<file path="src/rtl/line_draw_bresenham.sv">
// Integer Bresenham line walker. One segment per start request; emits one
// framebuffer pixel write per non-stalled DRAW cycle and reports busy/done
// back to the line sequencer. Pixels outside the active area are walked but
// not written, so wrapped endpoints cannot corrupt memory.
//
// Handshake: oWE is the pixel valid; iStall is the inverse of ready. A pixel
// is accepted on a rising clock edge where oWE-cycle (DRAW) and iStall=0;
// while iStall=1 the shown pixel, oWE and all walker state hold unchanged.
module line_draw_bresenham #(
  parameter int H_ACTIVE = 640,
  parameter int V_ACTIVE = 480
) (
  input  logic       iCLK,
  input  logic       iRST_N,
  input  logic       iStart,
  input  logic [9:0] iX1,
  input  logic [8:0] iY1,
  input  logic [9:0] iX2,
  input  logic [8:0] iY2,
  input  logic       iStall,
  output logic [9:0] oX,
  output logic [8:0] oY,
  output logic       oWE,
  output logic       oBusy,
  output logic       oDone
);

  // SETUP is the one-cycle gap after an accepted start: endpoints and
  // deltas are already latched, the first pixel appears the cycle after.
  typedef enum logic [1:0] {
    IDLE  = 2'd0,
    SETUP = 2'd1,
    DRAW  = 2'd2,
    DONE  = 2'd3
  } state_t;

  localparam logic [9:0] H_LIM = 10'(H_ACTIVE);
  localparam logic [8:0] V_LIM = 9'(V_ACTIVE);

  state_t             state_q, state_d;
  logic        [9:0]  x_q, x_d, x_end_q, x_end_d;
  logic        [8:0]  y_q, y_d, y_end_q, y_end_d;
  logic        [9:0]  dx_q, dx_d;
  logic        [8:0]  dy_q, dy_d;
  logic               sx_q, sx_d;   // 1: step +1, 0: step -1
  logic               sy_q, sy_d;
  logic signed [11:0] err_q, err_d;
  logic               we_q, we_d;
  logic               busy_q, busy_d;
  logic               done_q, done_d;

  // Combinational walker helpers
  logic signed [12:0] e2;
  logic signed [12:0] dx_s13, dy_s13;
  logic               step_x, step_y;
  logic        [9:0]  x_n, dx_abs;
  logic        [8:0]  y_n, dy_abs;
  logic signed [11:0] err_n;
  logic               at_end;

  function automatic logic in_range(input logic [9:0] px, input logic [8:0] py);
    return (px < H_LIM) && (py < V_LIM);
  endfunction

  assign oX    = x_q;
  assign oY    = y_q;
  assign oWE   = we_q;
  assign oBusy = busy_q;
  assign oDone = done_q;

  // Next-state and next-register values for the whole walker
  always_comb begin
    state_d = state_q;
    x_d     = x_q;
    y_d     = y_q;
    x_end_d = x_end_q;
    y_end_d = y_end_q;
    dx_d    = dx_q;
    dy_d    = dy_q;
    sx_d    = sx_q;
    sy_d    = sy_q;
    err_d   = err_q;
    we_d    = we_q;
    busy_d  = busy_q;
    done_d  = 1'b0;

    // Both step tests use the old err; e2 is 13 bits so 2*err never overflows.
    e2     = {err_q, 1'b0};
    dx_s13 = $signed({3'b000, dx_q});
    dy_s13 = $signed({4'b0000, dy_q});
    step_x = (e2 > -dy_s13);
    step_y = (e2 < dx_s13);
    at_end = (x_q == x_end_q) && (y_q == y_end_q);

    x_n   = x_q;
    y_n   = y_q;
    err_n = err_q;
    if (step_x) begin
      err_n = err_n - $signed({3'b000, dy_q});
      x_n   = sx_q ? (x_q + 10'd1) : (x_q - 10'd1);
    end
    if (step_y) begin
      err_n = err_n + $signed({2'b00, dx_q});
      y_n   = sy_q ? (y_q + 9'd1) : (y_q - 9'd1);
    end

    dx_abs = (iX2 >= iX1) ? (iX2 - iX1) : (iX1 - iX2);
    dy_abs = (iY2 >= iY1) ? (iY2 - iY1) : (iY1 - iY2);

    case (state_q)
      IDLE: begin
        if (iStart) begin
          x_d     = iX1;
          y_d     = iY1;
          x_end_d = iX2;
          y_end_d = iY2;
          dx_d    = dx_abs;
          dy_d    = dy_abs;
          sx_d    = (iX2 >= iX1);
          sy_d    = (iY2 >= iY1);
          err_d   = $signed({2'b00, dx_abs}) - $signed({3'b000, dy_abs});
          we_d    = 1'b0;
          busy_d  = 1'b1;
          state_d = SETUP;
        end
      end
      SETUP: begin
        we_d    = in_range(x_q, y_q);
        state_d = DRAW;
      end
      DRAW: begin
        if (!iStall) begin
          if (at_end) begin
            we_d    = 1'b0;
            busy_d  = 1'b0;
            done_d  = 1'b1;
            state_d = DONE;
          end else begin
            x_d   = x_n;
            y_d   = y_n;
            err_d = err_n;
            we_d  = in_range(x_n, y_n);
          end
        end
      end
      DONE: begin
        state_d = IDLE;
      end
      default: begin
        we_d    = 1'b0;
        busy_d  = 1'b0;
        state_d = IDLE;
      end
    endcase
  end

  // State and datapath registers; synchronous active-low reset wins
  always_ff @(posedge iCLK) begin
    if (!iRST_N) begin
      state_q <= IDLE;
      x_q     <= '0;
      y_q     <= '0;
      x_end_q <= '0;
      y_end_q <= '0;
      dx_q    <= '0;
      dy_q    <= '0;
      sx_q    <= 1'b0;
      sy_q    <= 1'b0;
      err_q   <= '0;
      we_q    <= 1'b0;
      busy_q  <= 1'b0;
      done_q  <= 1'b0;
    end else begin
      state_q <= state_d;
      x_q     <= x_d;
      y_q     <= y_d;
      x_end_q <= x_end_d;
      y_end_q <= y_end_d;
      dx_q    <= dx_d;
      dy_q    <= dy_d;
      sx_q    <= sx_d;
      sy_q    <= sy_d;
      err_q   <= err_d;
      we_q    <= we_d;
      busy_q  <= busy_d;
      done_q  <= done_d;
    end
  end

endmodule
</file>
<file path="config.mk">
export PLATFORM = sky130hd
export DESIGN_NAME = line_draw_bresenham
export DESIGN_NICKNAME = d
export VERILOG_FILES = /design/src/rtl/line_draw_bresenham.sv
export SDC_FILE = /design/constraint.sdc
export NUM_CORES = 1
export LEC_CHECK = 0
export BUFFER_PORTS_ARGS = -buffer_cell sky130_fd_sc_hd__buf_2
export CAP_MARGIN = 20
export CORE_MARGIN = 1
export CORE_UTILIZATION = 45
export DETAILED_ROUTE_END_ITERATION = 12
export REMOVE_ABC_BUFFERS = 1
export SKIP_CTS_REPAIR_TIMING = 1
export SYNTH_ARGS = -nofsm -noshare
export SYNTH_HDL_FRONTEND = slang
export SYNTH_SLANG_ARGS = --single-unit
export TNS_END_PERCENT = 100
</file>
<file path="constraint.sdc">
create_clock -name iCLK -period 7.9 [get_ports iCLK]
set_clock_uncertainty 0.2 [all_clocks]
set_input_delay 0.395 -clock iCLK [delete_from_list [all_inputs] [get_ports iCLK]]
set_output_delay 0.395 -clock iCLK [all_outputs]
set_load 0.01 [all_outputs]
</file>
# ---- Yosys cells after proc, flatten, opt, wreduce, memory -nomap -nowiden
# Index checks and enable logic that the tools add are counted.
dict set report op_classes {
  add_sub_neg 12
  multipliers 0
  div 0
  n_lt_le_gt_ge 8
  n_eq_ne 9
  shift 0
  muxes 33
  n_bitwise 2
  reduce_logical 12
}
# cell n
set op_table {}
lappend op_table {{$mux W10} 6}
lappend op_table {{$mux W12} 5}
lappend op_table {{$mux W9} 6}
lappend op_table {{$pmux W12 S2} 1}
lappend op_table {{$lt A10 B10 Y1 const B} 2}
lappend op_table {{$pmux W10 S2} 1}
lappend op_table {{$sub A10 B10 Y10} 2}
lappend op_table {{$lt A9 B9 Y1 const B} 2}
lappend op_table {{$pmux W9 S2} 1}
lappend op_table {{$sub A9 B9 Y9} 2}
lappend op_table {{$gt A13 B13 Y1} 1}
lappend op_table {{$lt A13 B11 Y1} 1}
lappend op_table {{$neg A9 Y13} 1}
lappend op_table {{$add A12 B11 Y12} 1}
lappend op_table {{$sub A12 B10 Y12} 1}
lappend op_table {{$sub A10 B9 Y11} 1}
lappend op_table {{$add A10 B1 Y10 const B} 1}
lappend op_table {{$eq A10 B10 Y1} 1}
lappend op_table {{$ge A10 B10 Y1} 1}
lappend op_table {{$sub A10 B1 Y10 const B} 1}
lappend op_table {{$add A9 B1 Y9 const B} 1}
lappend op_table {{$eq A9 B9 Y1} 1}
lappend op_table {{$ge A9 B9 Y1} 1}
lappend op_table {{$sub A9 B1 Y9 const B} 1}
lappend op_table {{other kinds (17)} 34}
dict set report totals {
  regBits 76
  latchBits 0
  ram_bits 0
  mem_bits_ro 0
  inputBits 42
  out_inout_bits 22
  elab_cells 89
  memories 0
}

# ---- Logic depth before layout (Yosys ltp)
dict set report depth {
  depth_word 8
  depth_mapped 21
  mapped_depth_nobuf 20
}

# ---- Least setup slack after synthesis
# OpenSTA, ideal clock, no wires.
dict set report synth_path {
  path_type {flip-flop to flip-flop}
  start {reg dy_q[2]}
  end {reg err_q[10]}
  setup_time_ns 0.070
  t_arrival_ns 4.342
  t_required_ns 7.630
  slack_ns 3.288
  stages_incl_launch_ff 21
  n_path_buf 1
  synth_period_minus_slack_ns 4.612
  path_cell_list {dfxtp_1 nor4_1 nand4_1 xnor2_1 ha_1 nand2_1 or4_4 o311ai_2 and2_1 buf_4 o21ai_1 ha_1 fa_1 a211oi_1 nor2_1 o31ai_1 a21oi_1 o221ai_1 xor2_1 nand2_1 a21oi_1}
}
dict set report synth_via {
  elab_chain_cells 8
  elab_cells_between_ends 9
  classes_between {add/sub (3); order compare (1); mux (5)}
}
# element line_no
set synth_rtl {}
lappend synth_rtl {{start, declared} 44} ;# logic [8:0] dy_q, dy_d;
lappend synth_rtl {{start signal, assigned} 180} ;# dy_q <= dy_d;
lappend synth_rtl {{$neg A9 Y13} 91} ;# step_x = (e2 > -dy_s13);
lappend synth_rtl {{$gt A13 B13 Y1} 91}
lappend synth_rtl {{$mux W12 (*)} 98} ;# if (step_x) begin
lappend synth_rtl {{$add A12 B11 Y12} 103} ;# err_n = err_n + $signed({2'b00, dx_q});
lappend synth_rtl {{$mux W12 (*)} 102} ;# if (step_y) begin
lappend synth_rtl {{$mux W12 (*)} 133} ;# if (at_end) begin
lappend synth_rtl {{$mux W12 (*)} 132} ;# if (!iStall) begin
lappend synth_rtl {{$pmux W12 S2 (*)} 110} ;# case (state_q)
lappend synth_rtl {{end signal, assigned} 183} ;# err_q <= err_d;
lappend synth_rtl {{end, declared} 47} ;# logic signed [11:0] err_q, err_d;
# Mark *: on every way between the ends. The rest lies on a longest branch, timed or not. The select of a mux whose other input is x is not followed.
# A chain may end at the register's enable or synchronous reset.

# ---- Final worst setup path
# Same ends and word-level chain as after synthesis.

==> load_flow_metrics.sql <==
INSERT INTO impl_metrics (metric_group, metric, value, unit) VALUES
('status', 'run_status', 'finished clean', ''),
('yosys', 'ys_types', '77', ''),
('timing', 'final_min_period_over_clock_period', '0.6948', ''),
('yosys', 'asyncSetResetFlopFracSynth', '0', ''),
('hold_path', 'hold_path_class', 'in -> reg', ''),
('worst_setup_path', 'reg2regPathDepth', '19', ''),
('global_route', 'grt.overflow.total', '0', ''),
('global_route', 'grt_pass1_wl', '37110', 'um'),
('floorplanning', 'effective_utilization_at_floorplan', '0.4588', ''),
('detailed_routing', 'detail_route.wirelength', '23200', 'um'),
('timing', 'hold_slack', '0.1116', 'ns'),
('cells_and_area', 'finalInstanceArea', '8693', 'sq um'),
('place', 'place.detailed.hpwl', '17900', 'um'),
('cells_and_area', 'commonest_non_fill_non_tap_cell_in_the_layout', 'ha_1', ''),
('run', 'max_cap_violations', '0', ''),
('pwr', 'share_clk_of_total_power', '0.123', ''),
('timing', 'fmax', '182.2', 'MHz'),
('global_route', 'globalRouteTotalUtil', '0.2639', ''),
('pwr', 'switching_power', '2.018', 'mW'),
('detailed_routing', 'top_signal_layer_used', 'met4', ''),
('timing', 'grt_setup_unrepaired', 'no', ''),
('clocking', 'clock_latency', '0.35', 'ns'),
('detailed_routing', 'route.detailed.vias_per_inst', '5.806', ''),
('timing', 'setup_violations', '0', ''),
('cells_and_area', 'area.growth.synth_to_final', '10.30', '%'),
('yosys', 'yosys_warnings', '0', ''),
('worst_setup_path', 'reg2reg_slack', '2.41', 'ns'),
('hold_path', 'min_from', 'iX2[9]', ''),
('yosys', 'synth-edff-count', '0', ''),
('detailed_routing', 'wl_met1', '11060', 'um'),
('clocking', 'tritoncts', 'built', ''),
('floorplanning', 'core_footprint', '17180', 'sq um'),
('worst_setup_path', 'timing.critical_path.fanout_max', '10', ''),
('detailed_routing', 'drt.antenna.violating_nets', '0', ''),
('clocking', 'clock_sink_count', '76', ''),
('clocking', 'htree_levels', '3', ''),
('timing', 'max_transition_margin', '0.3293', ''),
('pwr', 'total_power', '3.960', 'mW'),
('timing', 'timing.setup.tns', '0', 'ns'),
('yosys', 'syn-mean-instance-area', '7.667', 'sq um'),
('cells_and_area', 'finalNetCount', '1222', ''),
('yosys', 'mappedNetlistArea', '7881', 'sq um'),
('detailed_routing', 'route.detailed.drc', '0', ''),
('worst_setup_path', 'worst-endpoint-arrival', '5.57', 'ns'),
('cells_and_area', 'post_route_cells_drive_above_1_share', '0.1085', ''),
('worst_setup_path', 'timing.critical_path.from_type', 'flop', ''),
('yosys', 'synth.yosys.seq_area_share', '0.1930', ''),
('yosys', 'syn-instance-count', '1028', ''),
('pwr', 'p_int', '1.942', 'mW'),
('floorplanning', 'dieArea', '18050', 'sq um'),
('place', 'routabilityCongestion', '0.9154', ''),
('worst_setup_path', 'critical_path_data_required_time', '7.98', 'ns'),
('pwr', 'ir_drop', '0.2668', 'mV'),
('clocking', 'clk_pin_slew', '0.07', 'ns'),
('floorplanning', 'boundaryPins', '64', ''),
('detailed_routing', 'avgRoutedWirePerCell', '17.93', 'um'),
('pwr', 'cellPowerDensity', '455.5', 'nW/um^2'),
('worst_setup_path', 'setup.worst_path.end_class', 'flop', ''),
('cells_and_area', 'antenna_cells_inserted', '0', ''),
('floorplanning', 'std_cell_rows', '48', ''),
('clocking', 'numCtsBuffers', '9', ''),
('pwr', 'power_leakage', '3.831', 'nW'),
('detailed_routing', 'firstDrtPassIters', '5', ''),
('detailed_routing', 'vias', '7513', ''),
('timing', 'measured_slew_at_the_worst_slew_check_pin', '1.006', 'ns'),
('worst_setup_path', 'critPathKind', 'reg -> reg', ''),
('clocking', 'cts.path.max_buffers', '2', ''),
('worst_setup_path', 'critical_path.reg2reg.endpoint', 'err_q[10]', ''),
('clocking', 'ctsRootBufferMaster', 'clkbuf_16', ''),
('detailed_routing', 'drt-initial-drc-count', '389', ''),
('worst_setup_path', 'crit-reg2reg-launch', 'dy_q[2]', '');
[stage by stage]
step / std cells / util / worst slack (ns)
after global routing: 1294 / 0.5061 / 1.976
after detailed placement: 1278 / 0.4862 / 2.482
after floorplan: 982 / - / 3.201
final: 1294 / 0.5061 / 2.411
after global placement: 1278 / 0.4862 / 2.608
after CTS: 1294 / 0.5061 / 2.454
[power by group through the flow]
stage               Combinational [mW]  Sequential (mW)  Clock (mW)
CTS                               2.78            0.667       0.495
finish                            2.80            0.668       0.488
global route                      3.12            0.685       0.509
detailed placement                2.76            0.674           0
floorplan                         2.06            0.641           0
global placement                  2.75            0.675           0
[worst max-delay path by stage]
stage	startpoint	end	slack, ns
final	dy_q[2]	err_q[10]	2.41
after global routing	dy_q[2]	err_q[10]	1.98
after CTS	dy_q[2]	err_q[10]	2.45
after detailed placement	dy_q[2]	err_q[10]	2.48
after global placement	dy_q[2]	err_q[10]	2.61
after floorplan	dy_q[2]	err_q[9]	3.20
[state kept, by name, indices dropped and copies added, names as in the netlist]
register and count:
dy_q 9, oX 10, oWE 1, sy_q 1, dx_q 10, state_q 2, y_end_q 9, sx_q 1
oBusy 1, x_end_q 10, oDone 1, err_q 12, oY 9
[metal layers]
| metal | vias to the layer above | track usage |
|---|---|---|
| met5 | - | 0 |
| met4 | 0 | 0.09238 |
| met3 | 38 | 0.02910 |
| met2 | 161 | 0.4355 |
| met1 | 3561 | 0.3555 |
| li1 | 3753 | - |
[cells by family after synthesis]
logic type / Yosys count / synth area share
xor+xnor: 73 / 0.08112
buf+inv: 135 / 0.06652
mux: 22 / 0.03000
simple gates: 309 / 0.1864
flops: 76 / 0.1930
fa+ha+maj: 116 / 0.1927
compound gates: 297 / 0.2502
[synthesized netlist by cell type (all sizes together) (8+ instances only)]
cell type,instances,area share
o211ai,13,0.012
nand3,33,0.021
xnor2,48,0.053
a211oi,24,0.023
o31ai,8,0.0076
fa,9,0.023
a21oi,87,0.056
o21ai,62,0.039
ha,107,0.17
nand4,17,0.014
a31oi,14,0.011
mux2,10,0.015
nor2b,12,0.0095
xor2,25,0.028
o21a,9,0.0086
nand2,94,0.046
o2111ai,9,0.010
dfxtp,76,0.19
nand2b,8,0.0064
a21o,14,0.013
buf,13,0.0084
clkbuf,33,0.016
nor3,17,0.011
nor2,83,0.040
mux2i,12,0.015
or2,8,0.0064
inv,89,0.042
[critical path, cell delays in order, from the launching register on]
cell and delay [ns]:
dfxtp_1 0.35, nor4_1 0.53, nand4_1 0.24, xnor2_1 0.18, ha_1 0.30, nand2_1 0.08
or4_4 0.53, o311ai_2 0.19, and2_1 0.53, o21ai_1 0.16, ha_1 0.24, fa_1 0.43
a211oi_1 0.23, nor2_1 0.11, o31ai_1 0.36, a21oi_1 0.14, o221ai_1 0.21, xor2_1 0.16
nand2_1 0.07, a21oi_1 0.16
[layout make-up]
class                      instances  area (sq um)
fill                            1747          8483
multi-input combinational        817          5839
sequential                        76          1521
timing repair buffer              71         375.4
inverter                          89         334.1
tap                              225         281.5
clock buffer                      10         229.0
clock inverter                     6         112.6
Note: power is estimated with default switching activity, not from simulation.
